--- config.mk ---
export PLATFORM = sky130hd
export DESIGN_NAME = i2c_ram_arbiter
export DESIGN_NICKNAME = d
export VERILOG_FILES = /design/src/rtl/i2c_ram_pkg.sv /design/src/rtl/i2c_ram_clear_seq.sv /design/src/rtl/i2c_ram_arbiter.sv
export SDC_FILE = /design/constraint.sdc
export NUM_CORES = 1
export LEC_CHECK = 0
export CELL_PAD_IN_SITES_DETAIL_PLACEMENT = 0
export CELL_PAD_IN_SITES_GLOBAL_PLACEMENT = 2
export CORE_ASPECT_RATIO = 2
export CORE_MARGIN = 8
export CORE_UTILIZATION = 32
export DETAILED_ROUTE_END_ITERATION = 10
export GPL_ROUTABILITY_DRIVEN = 0
export PLACE_DENSITY = 0.86
export SETUP_SLACK_MARGIN = 0.5
export SLEW_MARGIN = 20
export SYNTH_ARGS = -nofsm -noshare
export SYNTH_HDL_FRONTEND = slang
export SYNTH_HIERARCHICAL = 1
export SYNTH_SLANG_ARGS = --single-unit
--- constraint.sdc ---
create_clock -name clk -period 4.4 [get_ports clk]
set_input_delay 1.32 -clock clk [delete_from_list [all_inputs] [get_ports clk]]
set_output_delay 1.32 -clock clk [all_outputs]
set_load 0.01 [all_outputs]
--- src/rtl/i2c_ram_pkg.sv ---
`default_nettype none
// ============================================================================
// Module      : i2c_ram_pkg
// Description : Shared types and constants for the I2C register-RAM arbiter
// Revision    : 1.0 - initial release
// ============================================================================
package i2c_ram_pkg;

    localparam int ADDR_W_DEF = 5;
    localparam int DATA_W_DEF = 8;

    // Requester identifiers latched at grant time
    localparam logic REQ_I2C  = 1'b0;
    localparam logic REQ_MENU = 1'b1;

    typedef enum logic [1:0] {
        ST_IDLE   = 2'd0,
        ST_ACCESS = 2'd1,
        ST_RESP   = 2'd2,
        ST_CLEAR  = 2'd3
    } state_e;

endpackage
`default_nettype wire

--- src/rtl/i2c_ram_clear_seq.sv ---
`default_nettype none
// ============================================================================
// Module      : i2c_ram_clear_seq
// Description : Address sweep for a full-RAM clear; one word per cycle,
//               busy for exactly DEPTH cycles, done pulse afterwards
// Revision    : 1.0 - initial release
// ============================================================================
module i2c_ram_clear_seq #(
    parameter int ADDR_W = 5,
    parameter int DEPTH  = 32
) (
    input  logic              clk,
    input  logic              reset,
    input  logic              start_i,
    output logic              busy_o,
    output logic [ADDR_W-1:0] addr_o,
    output logic              last_o,
    output logic              done_o
);

    logic              busy_q;
    logic [ADDR_W-1:0] addr_q;
    logic              done_q;
    logic              w_last;

    assign w_last = busy_q && (addr_q == ADDR_W'(DEPTH - 1));

    // Sweep counter: start loads word 0, the last word ends the sweep and fires done
    always_ff @(posedge clk or negedge reset) begin
        if (!reset) begin
            busy_q <= 1'b0;
            addr_q <= '0;
            done_q <= 1'b0;
        end else begin
            done_q <= 1'b0;
            if (busy_q) begin
                if (w_last) begin
                    busy_q <= 1'b0;
                    done_q <= 1'b1;
                end else begin
                    addr_q <= addr_q + 1'b1;
                end
            end else if (start_i) begin
                busy_q <= 1'b1;
                addr_q <= '0;
            end
        end
    end

    assign busy_o = busy_q;
    assign addr_o = addr_q;
    assign last_o = w_last;
    assign done_o = done_q;

endmodule
`default_nettype wire

--- src/rtl/i2c_ram_arbiter.sv ---
`default_nettype none
// ============================================================================
// Module      : i2c_ram_arbiter
// Description : Request/acknowledge arbiter sharing one single-port RAM
//               between the I2C engine, the menu controller and a clear sweep
// Revision    : 1.0 - initial release
// ============================================================================
module i2c_ram_arbiter
    import i2c_ram_pkg::*;
#(
    parameter int ADDR_W      = ADDR_W_DEF,
    parameter int DATA_W      = DATA_W_DEF,
    parameter int DEPTH       = 32,
    parameter int MAX_I2C_RUN = 4
) (
    input  logic              clk,
    input  logic              reset,
    input  logic              i2c_req,
    input  logic              i2c_we,
    input  logic [ADDR_W-1:0] i2c_addr,
    input  logic [DATA_W-1:0] i2c_wdata,
    output logic              i2c_ack,
    output logic [DATA_W-1:0] i2c_rdata,
    input  logic              menu_req,
    input  logic              menu_we,
    input  logic [ADDR_W-1:0] menu_addr,
    input  logic [DATA_W-1:0] menu_wdata,
    output logic              menu_ack,
    output logic [DATA_W-1:0] menu_rdata,
    input  logic              clr_req,
    output logic              clr_busy,
    output logic              clr_done,
    output logic [ADDR_W-1:0] ram_addr,
    output logic [DATA_W-1:0] ram_din,
    output logic              ram_we,
    input  logic [DATA_W-1:0] ram_dout
);

    localparam int RUN_W = $clog2(MAX_I2C_RUN + 1);

    state_e            state_q;
    logic              win_q;
    logic              win_we_q;
    logic [RUN_W-1:0]  run_q;
    logic              pend_q;
    logic [ADDR_W-1:0] ram_addr_q;
    logic [DATA_W-1:0] ram_din_q;
    logic              ram_we_q;
    logic              i2c_ack_q;
    logic              menu_ack_q;
    logic [DATA_W-1:0] i2c_rdata_q;
    logic [DATA_W-1:0] menu_rdata_q;

    logic              w_clr_pend;
    logic              w_menu_first;
    logic              w_clr_start;
    logic              w_seq_last;
    logic [ADDR_W-1:0] w_seq_addr;
    logic              w_in_clear;
    logic              w_rd_resp;

    // A clear request arriving this very cycle counts as pending so it beats a client
    assign w_clr_pend   = pend_q | clr_req;
    assign w_menu_first = menu_req && (run_q == RUN_W'(MAX_I2C_RUN));
    assign w_clr_start  = (state_q == ST_IDLE) && w_clr_pend;
    assign w_in_clear   = (state_q == ST_CLEAR);
    assign w_rd_resp    = (state_q == ST_RESP) && !win_we_q;

    i2c_ram_clear_seq #(
        .ADDR_W (ADDR_W),
        .DEPTH  (DEPTH)
    ) u_clear_seq (
        .clk     (clk),
        .reset   (reset),
        .start_i (w_clr_start),
        .busy_o  (clr_busy),
        .addr_o  (w_seq_addr),
        .last_o  (w_seq_last),
        .done_o  (clr_done)
    );

    // Arbitration FSM with registered RAM strobes, acks and read-data holding registers
    always_ff @(posedge clk or negedge reset) begin
        if (!reset) begin
            state_q      <= ST_IDLE;
            win_q        <= REQ_I2C;
            win_we_q     <= 1'b0;
            run_q        <= '0;
            pend_q       <= 1'b0;
            ram_addr_q   <= '0;
            ram_din_q    <= '0;
            ram_we_q     <= 1'b0;
            i2c_ack_q    <= 1'b0;
            menu_ack_q   <= 1'b0;
            i2c_rdata_q  <= '0;
            menu_rdata_q <= '0;
        end else begin
            i2c_ack_q  <= 1'b0;
            menu_ack_q <= 1'b0;
            case (state_q)
                ST_IDLE: begin
                    if (!menu_req) begin
                        run_q <= '0;
                    end
                    if (w_clr_pend) begin
                        pend_q  <= 1'b0;
                        state_q <= ST_CLEAR;
                    end else if (w_menu_first || (menu_req && !i2c_req)) begin
                        win_q      <= REQ_MENU;
                        win_we_q   <= menu_we;
                        ram_addr_q <= menu_addr;
                        ram_din_q  <= menu_wdata;
                        ram_we_q   <= menu_we;
                        run_q      <= '0;
                        state_q    <= ST_ACCESS;
                    end else if (i2c_req) begin
                        win_q      <= REQ_I2C;
                        win_we_q   <= i2c_we;
                        ram_addr_q <= i2c_addr;
                        ram_din_q  <= i2c_wdata;
                        ram_we_q   <= i2c_we;
                        if (menu_req && (run_q != RUN_W'(MAX_I2C_RUN))) begin
                            run_q <= run_q + 1'b1;
                        end
                        state_q    <= ST_ACCESS;
                    end
                end
                ST_ACCESS: begin
                    ram_we_q <= 1'b0;
                    pend_q   <= w_clr_pend;
                    if (win_q == REQ_I2C) begin
                        i2c_ack_q <= 1'b1;
                    end else begin
                        menu_ack_q <= 1'b1;
                    end
                    state_q  <= ST_RESP;
                end
                ST_RESP: begin
                    pend_q <= w_clr_pend;
                    if (!win_we_q) begin
                        if (win_q == REQ_I2C) begin
                            i2c_rdata_q <= ram_dout;
                        end else begin
                            menu_rdata_q <= ram_dout;
                        end
                    end
                    state_q <= ST_IDLE;
                end
                ST_CLEAR: begin
                    // Leave the RAM port parked on the last swept word
                    if (w_seq_last) begin
                        ram_addr_q <= w_seq_addr;
                        ram_din_q  <= '0;
                        state_q    <= ST_IDLE;
                    end
                end
                default: begin
                    state_q <= ST_IDLE;
                end
            endcase
        end
    end

    // RAM read data lands during RESP, so the ack cycle forwards it before it is held
    assign i2c_rdata  = (w_rd_resp && (win_q == REQ_I2C))  ? ram_dout : i2c_rdata_q;
    assign menu_rdata = (w_rd_resp && (win_q == REQ_MENU)) ? ram_dout : menu_rdata_q;
    assign i2c_ack    = i2c_ack_q;
    assign menu_ack   = menu_ack_q;

    assign ram_addr = w_in_clear ? w_seq_addr : ram_addr_q;
    assign ram_din  = w_in_clear ? '0         : ram_din_q;
    assign ram_we   = w_in_clear | ram_we_q;

endmodule
`default_nettype wire

==> After elaboration in Yosys (flattened, before gate mapping) <==
Index checks and enable logic that the tools add are counted.
{ "totals": {"regBits": 47, "input_bits": 41, "output_inout_bits": 34, "wordCells": 104} }
{ "classes": {"addsub": 2, "eq_ne": 12, "n_mux": 44, "bitwise": 5, "n_reduce_logical": 26} }
{ "ops": {"columns": ["op", "count"], "rows": [
  ["2-to-1 mux 8 bit", 7],
  ["2-to-1 mux 5 bit", 8],
  ["case mux 8 bit (2 select lines)", 1],
  ["2-to-1 mux 1 bit", 15],
  ["2-to-1 mux 3 bit", 5],
  ["AND reduction 3 bit", 4],
  ["case mux 5 bit (2 select lines)", 1],
  ["nonzero test 2 bit", 5],
  ["logical AND 1 bit", 8],
  ["2-to-1 mux 2 bit", 4],
  ["case mux 2 bit (4 select lines)", 1],
  ["inequality test 2 bit (second input constant)", 3],
  ["AND reduction 2 bit", 3],
  ["adder 5 x 1 -> 5 bit (second input constant)", 1],
  ["== test 5 bit (second input constant)", 1],
  ["== test 2 bit (second input constant)", 2],
  ["inequality test 4 x 3 -> 1 bit (second input constant)", 1],
  ["case mux 1 bit (2 select lines)", 2],
  ["AND reduction 4 bit", 1],
  ["adder 3 x 1 -> 3 bit (second input constant)", 1],
  ["== test 3 bit (second input constant)", 1],
  ["inequality test 3 x 2 -> 1 bit (second input constant)", 1],
  ["inequality test 3 bit (second input constant)", 1],
  ["NOT 1 bit", 3],
  ["7 further kinds", 9]
]} }

==> Logic depth before layout (Yosys ltp) <==
{ "depth": {"depth_word": 6, "depth_mapped": 8, "mapped_depth_nobuf": 8} }

==> Cells and area by module <==
Netlist, hierarchy kept.
{ "modules_own_cells": {"columns": ["mod", "n_inst", "cells_per_inst", "area_per_inst_um2", "seq_area_each_um2"], "rows": [
  ["i2c_ram_arbiter", 1, 182, 2169.6, 1001.0],
  ["i2c_ram_clear_seq", 1, 30, 352.8, 175.2]
]} }

==> Worst setup path after synthesis <==
OpenSTA, ideal clock, no wires.
{ "synth_timing": {"path_kind": "input-to-output", "start": "input port ram_dout[0]", "end": "output port i2c_rdata[0]", "arrival_ps": 1603, "slack_ps": 1477, "path_stages": 1, "cell_sequence": "mux2_2"} }
{ "synth_via": {"elab_chain_cells": 1} }
{ "synth_lines": {"columns": ["item", "line", "rtl"], "rows": [
  ["start, declared", "i2c_ram_arbiter.sv:36", "input logic [DATA_W-1:0] ram_dout"],
  ["2-to-1 mux 8 bit", "i2c_ram_arbiter.sv:165", "assign i2c_rdata = (w_rd_resp && (win_q == REQ_I2C)) ? ram_dout : i2c_rdata_q;"],
  ["end, declared", "i2c_ram_arbiter.sv:23", "output logic [DATA_W-1:0] i2c_rdata,"]
]} }
Every way passes these cells.

==> Worst setup path after layout <==
Ends and elaborated chain as after synthesis.

==> flow_metrics.tcl <==
set metrics [dict create \
    dp_hpwl_mm 4.692 \
    via_count 1874 \
    wl_mm 6.310 \
    cp_slowest_cell "clkdlybuf4s50_1" \
    grt_pass1_vias 2050 \
    cp_top_family "buffers and inverters" \
    status "complete, no violations" \
    nNetsFinal 338 \
    grt_pass1_wl_mm 10.54 \
    clockBufferDepth 2 \
    cts_max_level 2 \
    fin_crit_sh 0.8777 \
    tightest_slew_ns 0.9253 \
    multiInputGateArea_um2 1252 \
    viasPerCell 4.855 \
    root_buffer "clkbuf_16" \
    timing.final.ws_setup_ns 0.5382 \
    worst-setup-path-type "in2out" \
    portBuffers 74 \
    syn_inst 212 \
    areaGrowthSynthToFinish_pct 40.82 \
    fill_cells 730 \
    relSlewSlack 0.3831 \
    fin_tns_setup_ns 0 \
    p_total_w 0.002590 \
    hold_start "ram_din_q[4]$_DFFE_PN0P_" \
    insertion_delay_ns 0.29 \
    synth-edff-count 0 \
    io_pins 75 \
    wl_per_cell_um 16.35 \
    antenna_found_initial 0 \
    hold_depth 1 \
    powerDensity_nw_per_um2 729.1 \
    rows 46 \
    drc 0 \
    cts_inserted_buffers 5 \
    clkSlewWorstSetupHoldPaths_ns 0.06 \
    first_pass_iters 4 \
    cp_num_buf_inv 2 \
    final-hold-violation-count 0 \
    grt_max_degree 48 \
    maxSlewViolCount 0 \
    setup_viol 0 \
    regToRegSetupSlack_ns 1.92 \
    register_area_um2 1176 \
    maxCapViolCount 0 \
    synthArstFlopShare 1.000 \
    die_w_um 78.78 \
    ir_drop_v 0.0003734 \
    start_kind "input pin" \
    max_freq_mhz 258.9 \
    grt-ovfl-total 0 \
    ys_types 44 \
    synth_seq_area_share 0.4663 \
    initial_utilization 0.3246 \
    cts_sinks 47 \
    fin_skew_ns 0.004977 \
    grt_use_total 0.1183 \
    critical_path_required_ns 3.08 \
    crit_chain "clkdlybuf4s50_1 -> mux2_2 -> clkdlybuf4s50_1" \
    worstRegToRegCells 7 \
    min_path_type "reg2reg" \
    ant_nets 0 \
    period_minus_slack_ns 3.862 \
    arrival_ns 2.54 \
    drtIter0Drc 78 \
    cts_hold_buf 0 \
    critPathLaunch "ram_dout[0]" \
    place_area_um2 3326 \
    ys.flop_type "dfrtp_1" \
    synth_area_um2 2522 \
    final_area_um2 3552 \
    synth_nets 261 \
    synth_seq_cells 47 \
    cp_max_fo 3 \
    critPathCaptureType "output pin" \
    holdPathEnd "ram_din_q[4]$_DFFE_PN0P_" \
    slowest_delay_ns 0.48 \
    cellLeakagePower_nw 1.537 \
    r2r_start "u_clear_seq/addr_o[0]$_DFFE_PN0P_" \
    antenna_cells 0 \
    timing.critical_path.mode_cell "clkdlybuf4s50_1" \
    drive_gt1_frac 0.2034 \
    die-area_um2 11150 \
    die_y_um 141.6 \
    r2r-end "ram_addr_q[4]$_DFFE_PN0P_" \
    core_um2 7770 \
    yosys_warnings 6 \
    dpl_worst_slack_ns 0.5224 \
    cts_tree "built" \
    synth.avg_cell_area_um2 11.90 \
    rsz0062_at_grt "false" \
    final_util 0.4572 \
]
[Yosys cell counts, types with 3 or more instances]
library cell,number,area share
dfrtp_1,47,0.47
mux2_2,33,0.15
nor2b_1,14,0.035
a21oi_1,9,0.018
mux2i_1,9,0.036
ha_1,8,0.040
o21ai_0,8,0.016
o2bb2ai_1,8,0.028
inv_1,7,0.010
nor2_1,7,0.010
a31oi_1,5,0.012
nand2_1,5,0.0074
buf_2,3,0.0060
buf_6,3,0.013
clkbuf_1,3,0.0045
nand2b_1,3,0.0074
nor3b_1,3,0.0089
xnor2_1,3,0.010
[layer usage]
layer | GRT usage | vias to the layer above | share of wire
li1 | - | 912 | -
met1 | 0.1340 | 899 | 0.42
met2 | 0.1958 | 58 | 0.49
met3 | 0.04183 | 5 | 0.070
met4 | 0.04720 | 0 | 0.016
met5 | 0 | - | 0
[power breakdown]
| part | leakage (nW) | internal, W | switching, W |
|---|---|---|---|
| logic | 0.872 | 0.000767 | 0.000559 |
| registers | 0.574 | 0.000639 | 0.000137 |
| clock network | 0.0911 | 0.000326 | 0.000162 |
| total | 1.54 | 0.00173 | 0.000858 |
[metrics by stage]
stage / std cells / hold WS (ns)
floorplan: 212 / 0.4486
global placement: 374 / 0.4650
detailed placement: 374 / 0.4670
CTS: 382 / 0.4868
global route: 386 / 0.4914
finish: 386 / 0.4829
[sequential cells by signal (all words and copies together), names as in the netlist]
register / flops
ram_addr_q: 5
u_clear_seq/done_o: 1
ram_din_q: 8
ram_we_q: 1
menu_ack: 1
i2c_ack: 1
win_q: 1
menu_rdata_q: 8
pend_q: 1
u_clear_seq/addr_o: 5
i2c_rdata_q: 8
run_q: 3
win_we_q: 1
u_clear_seq/busy_o: 1
state_q: 2
[worst max path at each step]
| stage | end | slack [ns] | depth (start not counted) |
|---|---|---|---|
| global route | i2c_rdata[2] | 0.51 | 3 |
| CTS | i2c_rdata[3] | 0.51 | 3 |
| detailed placement | i2c_rdata[3] | 0.52 | 3 |
| finish | i2c_rdata[0] | 0.54 | 3 |
| floorplan | i2c_rdata[0] | 1.48 | 1 |
| global placement | i2c_rdata[3] | 0.52 | 3 |
[layout by cell type, fill, tap and decap left out, types with 2 or more instances in the layout]
cell type         n
ha_1              8
nor2_1            7
dlymetal6s2s_1    2
o31ai_2           2
o21ai_0           8
clkbuf_16         5
buf_4             7
inv_1             7
xnor2_1           3
a21o_1            2
mux2_2           33
bufinv_16         2
a31oi_1           5
a22o_1            2
clkdlybuf4s50_1  71
o211ai_1          2
o21ai_1           2
o2bb2ai_1         8
nand2b_1          3
nor3b_1           3
nand2_1           5
mux2i_1           9
mux2_1            2
nor2b_1          14
mux2_4            2
dfrtp_1          47
nand3b_1          2
a21oi_1           9
[kinds of logic (layout without fill, tap and decap cells)]
group | after synthesis | after routing | share of synthesized area
flip-flops | 47 | 47 | 0.4663
buffers and inverters | 17 | 95 | 0.03720
XOR/XNOR | 3 | 3 | 0.01042
AND/OR/NAND/NOR | 45 | 45 | 0.1096
multiplexers | 46 | 46 | 0.2039
AO/OA/AOI/OAI | 46 | 46 | 0.1329
adder cells (fa/ha/maj) | 8 | 8 | 0.03968
[repair_timing]
| action | in CTS | in global routing |
|---|---|---|
| setup buffers | 0 | 4 |
| setup endpoints to repair | 0 | 10 |
| resized for setup | 0 | 2 |
[worst register-to-register path: stages (launching register included)]
cell and delay (ns):
dfrtp_1 0.45, ha_1 0.24, and3_1 0.15, ha_1 0.27, and2_2 0.24, nand2b_1 0.23
o211ai_2 0.38, mux2_2 0.41
[final cells by class]
cell class | count | area share
sequential | 47 | 0.3311
timing repair buffer | 80 | 0.2219
clock buffer | 6 | 0.03628
tap | 96 | 0.03381
multi-input combinational | 148 | 0.3526
clock inverter | 2 | 0.01691
inverter | 7 | 0.007397
Note: power is estimated with default switching activity, not from simulation.
